===== src/rtl/vx_lru_repl.sv =====
// Per-set true-LRU replacement tracker with TOUCH/FILL/INVAL and a one-set-per-cycle FLUSH sweep.
// Each set keeps an explicit order list (position 0 = LRU) plus a valid bit per way.
module vx_lru_repl #(
  parameter int unsigned NUM_SETS = 4,
  parameter int unsigned NUM_WAYS = 4,
  parameter int unsigned SET_SEL  = (NUM_SETS > 1) ? $clog2(NUM_SETS) : 1,
  parameter int unsigned WAY_SEL  = $clog2(NUM_WAYS)
) (
  input  logic               clk,
  input  logic               reset_n,
  input  logic               req_valid,
  output logic               req_ready,
  input  logic [1:0]         req_op,
  input  logic [SET_SEL-1:0] req_set,
  input  logic [WAY_SEL-1:0] req_way,
  output logic               rsp_valid,
  input  logic               rsp_ready,
  output logic [WAY_SEL-1:0] rsp_way,
  output logic               rsp_evict,
  output logic               busy
);

  typedef logic [WAY_SEL-1:0] way_t;
  typedef enum logic [1:0] {OP_TOUCH = 2'b00, OP_FILL = 2'b01, OP_INVAL = 2'b10, OP_FLUSH = 2'b11} op_e;
  typedef enum logic {ST_IDLE, ST_FLUSH} state_e;

  state_e               state;
  logic [SET_SEL-1:0]   flush_idx;
  way_t                 order_q [NUM_SETS][NUM_WAYS];
  logic [NUM_WAYS-1:0]  valid_q [NUM_SETS];

  op_e                  op;
  logic                 req_fire;
  way_t                 cur_order [NUM_WAYS];
  logic [NUM_WAYS-1:0]  cur_valid;
  way_t                 victim;
  logic                 found_inv;
  way_t                 move_way;
  int unsigned          move_pos;
  way_t                 mru_order [NUM_WAYS];
  way_t                 lru_order [NUM_WAYS];

  assign op        = op_e'(req_op);
  assign req_ready = reset_n && (state == ST_IDLE) && (!rsp_valid || rsp_ready);
  assign req_fire  = req_valid && req_ready;

  always_comb begin
    cur_order = order_q[req_set];
    cur_valid = valid_q[req_set];

    victim    = cur_order[0];
    found_inv = 1'b0;
    for (int unsigned i = 0; i < NUM_WAYS; i++) begin
      if (!found_inv && !cur_valid[i]) begin
        victim    = way_t'(i);
        found_inv = 1'b1;
      end
    end

    move_way = (op == OP_FILL) ? victim : req_way;
    move_pos = 0;
    for (int unsigned i = 0; i < NUM_WAYS; i++) begin
      if (cur_order[i] == move_way) move_pos = i;
    end

    // MRU promotion closes the gap from above; LRU demotion opens a slot at position 0.
    for (int unsigned i = 0; i < NUM_WAYS - 1; i++) begin
      mru_order[i] = (i < move_pos) ? cur_order[i] : cur_order[i+1];
    end
    mru_order[NUM_WAYS-1] = move_way;

    lru_order[0] = move_way;
    for (int unsigned i = 1; i < NUM_WAYS; i++) begin
      lru_order[i] = (i <= move_pos) ? cur_order[i-1] : cur_order[i];
    end
  end

  always_ff @(posedge clk) begin
    if (!reset_n) begin
      state     <= ST_IDLE;
      flush_idx <= '0;
      busy      <= 1'b0;
      rsp_valid <= 1'b0;
      rsp_way   <= '0;
      rsp_evict <= 1'b0;
      for (int unsigned s = 0; s < NUM_SETS; s++) begin
        for (int unsigned w = 0; w < NUM_WAYS; w++) begin
          order_q[s][w] <= way_t'(w);
        end
        valid_q[s] <= '0;
      end
    end else begin
      unique case (state)
        ST_IDLE: begin
          if (rsp_valid && rsp_ready) rsp_valid <= 1'b0;
          if (req_fire) begin
            unique case (op)
              OP_TOUCH: begin
                if (cur_valid[req_way]) order_q[req_set] <= mru_order;
                rsp_valid <= 1'b1;
                rsp_way   <= req_way;
                rsp_evict <= 1'b0;
              end
              OP_FILL: begin
                order_q[req_set]         <= mru_order;
                valid_q[req_set][victim] <= 1'b1;
                rsp_valid                <= 1'b1;
                rsp_way                  <= victim;
                rsp_evict                <= cur_valid[victim];
              end
              OP_INVAL: begin
                order_q[req_set]          <= lru_order;
                valid_q[req_set][req_way] <= 1'b0;
                rsp_valid                 <= 1'b1;
                rsp_way                   <= req_way;
                rsp_evict                 <= 1'b0;
              end
              OP_FLUSH: begin
                state     <= ST_FLUSH;
                busy      <= 1'b1;
                flush_idx <= '0;
              end
            endcase
          end
        end
        ST_FLUSH: begin
          for (int unsigned w = 0; w < NUM_WAYS; w++) begin
            order_q[flush_idx][w] <= way_t'(w);
          end
          valid_q[flush_idx] <= '0;
          if (flush_idx == SET_SEL'(NUM_SETS - 1)) begin
            state     <= ST_IDLE;
            busy      <= 1'b0;
            rsp_valid <= 1'b1;
            rsp_way   <= '0;
            rsp_evict <= 1'b0;
          end else begin
            flush_idx <= flush_idx + 1'b1;
          end
        end
      endcase
    end
  end

endmodule


===== config.mk =====
export PLATFORM = sky130hd
export DESIGN_NAME = vx_lru_repl
export DESIGN_NICKNAME = d
export VERILOG_FILES = /design/src/rtl/vx_lru_repl.sv
export SDC_FILE = /design/constraint.sdc
export NUM_CORES = 1
export LEC_CHECK = 0
export ABC_AREA = 1
export BUFFER_PORTS_ARGS = -buffer_cell sky130_fd_sc_hd__buf_2
export CAP_MARGIN = 20
export CORE_AREA = 4 4 90 92
export CTS_BUF_LIST = sky130_fd_sc_hd__clkbuf_8
export DETAILED_ROUTE_END_ITERATION = 10
export DIE_AREA = 0 0 94 96
export PLACE_DENSITY = 0.65
export SYNTH_ARGS = -nofsm -noshare
export SYNTH_HDL_FRONTEND = slang
export SYNTH_SLANG_ARGS = --single-unit
export TNS_END_PERCENT = 5

===== constraint.sdc =====
create_clock -name clk -period 2.6 [get_ports clk]
set_input_delay 0.39 -clock clk [delete_from_list [all_inputs] [get_ports clk]]
set_output_delay 0.39 -clock clk [all_outputs]
set_load 0.02 [all_outputs]

-- Word-level counts from Yosys, hierarchy flattened
Memory sizes are Yosys's and may differ from the RTL's.
Index checks and enable logic that the tools add are counted.
- bits in registers: 8
- latch bits: 0
- bits in writable memories: 48
- memory bits (read-only): 0
- input port bits: 10
- memories: 2
- add/subtract/negate cells: 1
- $mul: 0
- divide/modulo/power cells: 0
- $lt $le $gt $ge: 10
- equality and inequality tests: 12
- shifts and indexed selects: 0
- multiplexer cells: 89
- bitwise gates (word level): 7
- reduce and logical (&&, ||, !) cells: 26
- memories (name ; depth ; width ; rd ports ; clocked after Yosys merged registers in ; write ports ; RTL line ; text):
    order_q ; 4 ; 8 ; 1 ; 0 ; 4 ; 29 ; way_t order_q [NUM_SETS][NUM_WAYS];
    valid_q ; 4 ; 4 ; 1 ; 0 ; 4 ; 30 ; logic [NUM_WAYS-1:0] valid_q [NUM_SETS];
- operators by type and width (kind ; count):
    2-bit by 32-bit <= comparator with 1-bit output (first input constant) ; 2
    1-bit by 32-bit less-than comparator with 1-bit output (first input constant) ; 2
    32-bit 2-to-1 mux ; 2
    1-bit 2-to-1 mux ; 45
    2-bit 2-to-1 mux ; 20
    1-bit by 32-bit <= comparator with 1-bit output (first input constant) ; 1
    2-bit by 32-bit less-than comparator with 1-bit output (first input constant) ; 1
    8-bit 2-to-1 mux ; 4
    4-bit 2-to-1 mux ; 6
    8-bit OR reduction ; 2
    2-bit one-hot mux with 2 select lines ; 3
    1-bit one-hot mux with 2 select lines ; 5
    1-bit logical AND ; 9
    3-bit AND reduction ; 3
    4-bit OR reduction ; 2
    2-bit == test ; 3
    2-bit == test (second input constant) ; 3
    1-bit zero test ; 6
    2-bit by 3-bit less-than comparator with 1-bit output (second input constant) ; 2
    1-bit bitwise OR ; 6
    1-bit binary-select mux with 2-bit select ; 2
    1-bit demux with 2-bit select ; 2
    2-bit by 1-bit >= comparator with 1-bit output (second input constant) ; 2
    2-bit by 1-bit != test with 1-bit output (second input constant) ; 2
    9 further kinds ; 10

-- Longest topological paths before layout
An unclocked memory read counts as a cell.
- depth after elaboration: 21
- depth in mapped cells: 21
- depth with buffers taken out: 19

-- Worst setup path before layout
OpenSTA, ideal clock, no wires.
- path type: input -> register
- start point: input port reset_n
- end point: memory order_q[2][0] (netlist bit) (enable)
- arrival time: 1870 ps
- required time: 2271 ps
- setup slack: 402 ps
- stages on the path: 11
- path through: inv_2 -> nor2_4 -> o21a_2 -> nand2_4 -> nor3_4 -> nor2_2 -> nand3_1 -> nand2_1 -> nor2_2 -> inv_2 -> nand2_1
- RTL lines (item ; RTL line ; text):
    start, declared ; 10 ; input logic reset_n,
    end, declared ; 29 ;

==> flow_summary_export.csv <==
group,metric,value,unit
outcome,status,"finished, final reports clean",
setup_path,crit_type,"flop to flop",
clocking,cts_htree_levels,2,
sta,fmax,0.443,GHz
place,gpl.final_weighted_congestion,0.931,
logic_synthesis,syn_inst,442,
route,num_vias,2971,
setup_path,required,2640,ps
logic_synthesis,synth.largest_area_cell,"edfxtp_1",
grt,grt-busiest-layer,"met2",
place,portBuffers,15,
run,max-cap-violations,0,
setup_path,cp.arrival,2290,ps
setup_path,worstSetupStartpointType,"flop",
logic_synthesis,synth_ff_type,"edfxtp_1",
sta,fin_worst_skew,11.9,ps
worst_hold_path,hp-class,"primary input to flop",
logic_synthesis,synthArstFlopShare,0,
logic_synthesis,synth_top_area_share,0.407,
logic_synthesis,synth_common_cells,"133 x nand2_1, 48 x edfxtp_1, 46 x inv_1, 46 x nor2_1, 36 x nand3_1",
finish,nNetsFinal,480,
die,rows,31,
logic_synthesis,ys_ff_latch,56,
clocking,tritoncts,"built",
clocking,clk_pin_slew_worst_paths,100,ps
clocking,cts_resized,0,
sta,final_hold_viol_count,0,
grt,use_met2,0.312,
die,io_pins,16,
grt,first_global_vias,2854,
clocking,clockBufferDepth,2,
die,start_util,0.491,
logic_synthesis,yosysWarnings,0,
clocking,clk_latency,320,ps
logic_synthesis,syn_avg_cell_area,8.01,sq um
finish,n_antenna_cell,0,
route,vias_per_cell,5.22,
clocking,cts.sinks,56,
grt,use_met1,0.281,
power,ir_drop,0.291,mV
die,fp.dieW,94,um
sta,tightest_slew,645,ps
finish,area_growth,8.72,%
grt,antenna_found_initial,0,
route,wirelength,8.17,mm
route,drcViolationCount,0,
setup_path,crit_fanout,5,
clocking,post_cts_buffers,0,
logic_synthesis,syn_area,3540,sq um
power,p_leak,1.71,nW
sta,fin_ws,343,ps
finish,multi_input_area,1620,sq um
place,place_ws,50.5,ps
sta,relSlewSlack,0.565,
grt,grt_overflow_total,0,
grt,grt_max_degree,26,
route,routedWlPerCell,14.4,um
clocking,ctsHoldBuffers,0,
power,p_per_area,503,nW/um^2
logic_synthesis,ys_types,40,
logic_synthesis,yosysSeqAreaShare,0.452,
sta,fin_crit_sh,0.868,
grt,grt_util_all_layers,0.196,
die,die_h,96,um
logic_synthesis,synth.area.top_cells,"edfxtp_1 41%, nand2_1 14%, nand3_1 5.1%",
finish,drive_gt1_frac,0.211,
logic_synthesis,yosysMostFrequentCell,"nand2_1",
logic_synthesis,synth_fp_nets,453,
place,hpwl,6.37,mm
die,coreArea,7210,sq um
logic_synthesis,synth_edf_count,48,
sta,fin_tns_setup,0,ps
sta,rsz0062_at_grt,"no",
finish,fillers,744,
sta,final-setup-viol-count,0,
route,drtIter0Drc,261,
finish,seq_area,1600,sq um
clocking,cts_buffers,5,
sta,drv_slew,0,
route,ant_nets,0,
sta,fin_crit,2260,ps
setup_path,end_kind,"flop",
route,firstDrtPassIters,5,
clocking,cts_root_buf,"clkbuf_8",
grt,grt_pass1_wl,13.8,mm
die,die-area,9020,sq um
grt,grtUsageMet3,0.0250,
-- critical path, cell delays in order (launching register included) --
cell,delay (ps)
dfxtp_1,380
nand2_1,190
inv_1,90
o21ai_0,530
o21ai_1,300
nor2_2,280
nand2_1,130
nand2_1,90
-- routing by layer --
layer | vias up | wire length, um | share of wire
li1 | 1497 | - | -
met1 | 1374 | 3860 | 0.47
met2 | 92 | 3740 | 0.46
met3 | 8 | 468 | 0.057
met4 | 0 | 96 | 0.012
met5 | - | 0 | 0
-- cell families (layout without fill, tap and decap cells) --
group	after synthesis	count (layout)	synth area share
and+or+nand+nor	268	268	0.364
buffers and inverters	70	98	0.0918
DFF	56	56	0.452
AOI/OAI and AO/OA	46	46	0.0862
adders and majority gates	1	1	0.00353
xor gates and xnor gates	1	1	0.00247
-- path summary, 6_finish.rpt --
kind	start	endpoint	slack, ps	cells after the start
worst min register to register	rsp_way[1]	rsp_way[1]	470	2
worst max-delay path	state	valid_q[1][1]	340	7
worst min-delay path	reset_n	flush_idx[0]	440	3
worst max register to register	state	valid_q[1][1]	340	7
-- layout by cell type (no fill, tap or decap), drive strengths merged --
master and n:
o21a 1, nand3b 1, a21oi 16, ha 1, nand4 4, o22ai 2
o211ai 3, o211a 1, o21ai 15, nand3 44, clkbuf 5, nor2 57
o31ai 1, or2 1, a32oi 5, buf 31, dfxtp 8, a31oi 2
nor3 7, clkinv 2, nand2 154, edfxtp 48, inv 60, xnor2 1
-- sequential cells by signal (all words and copies together), names as in the netlist --
register / count
busy: 1
flush_idx: 2
order_q: 32
rsp_evict: 1
rsp_valid: 1
rsp_way: 2
state: 1
valid_q: 16
-- power breakdown --
group | switching [mW] | internal, mW
Clock | 0.299 | 0.189
Combinational | 0.293 | 0.128
Sequential | 0.0139 | 1.01
-- layout make-up --
class / instances / area share
Timing Repair Buffer: 31 / 0.0507
Clock buffer: 5 / 0.0179
Tap cell: 99 / 0.0322
Sequential cell: 56 / 0.416
Inverter: 59 / 0.0595
Clock inverter: 3 / 0.00455
Multi-Input combinational cell: 316 / 0.419
-- stage by stage --
stage	utilization	power (mW)	cell area [sq um]	hold WS, ps	instances
floorplan	-	1.36	3540	457	442
global placement	0.522	1.46	3760	451	561
detailed placement	0.522	1.47	3760	457	561
CTS	0.534	1.94	3850	442	569
global route	0.534	2.03	3850	457	569
finish	0.534	1.94	3850	437	569
No activity file was read; power rests on OpenSTA's default activity.
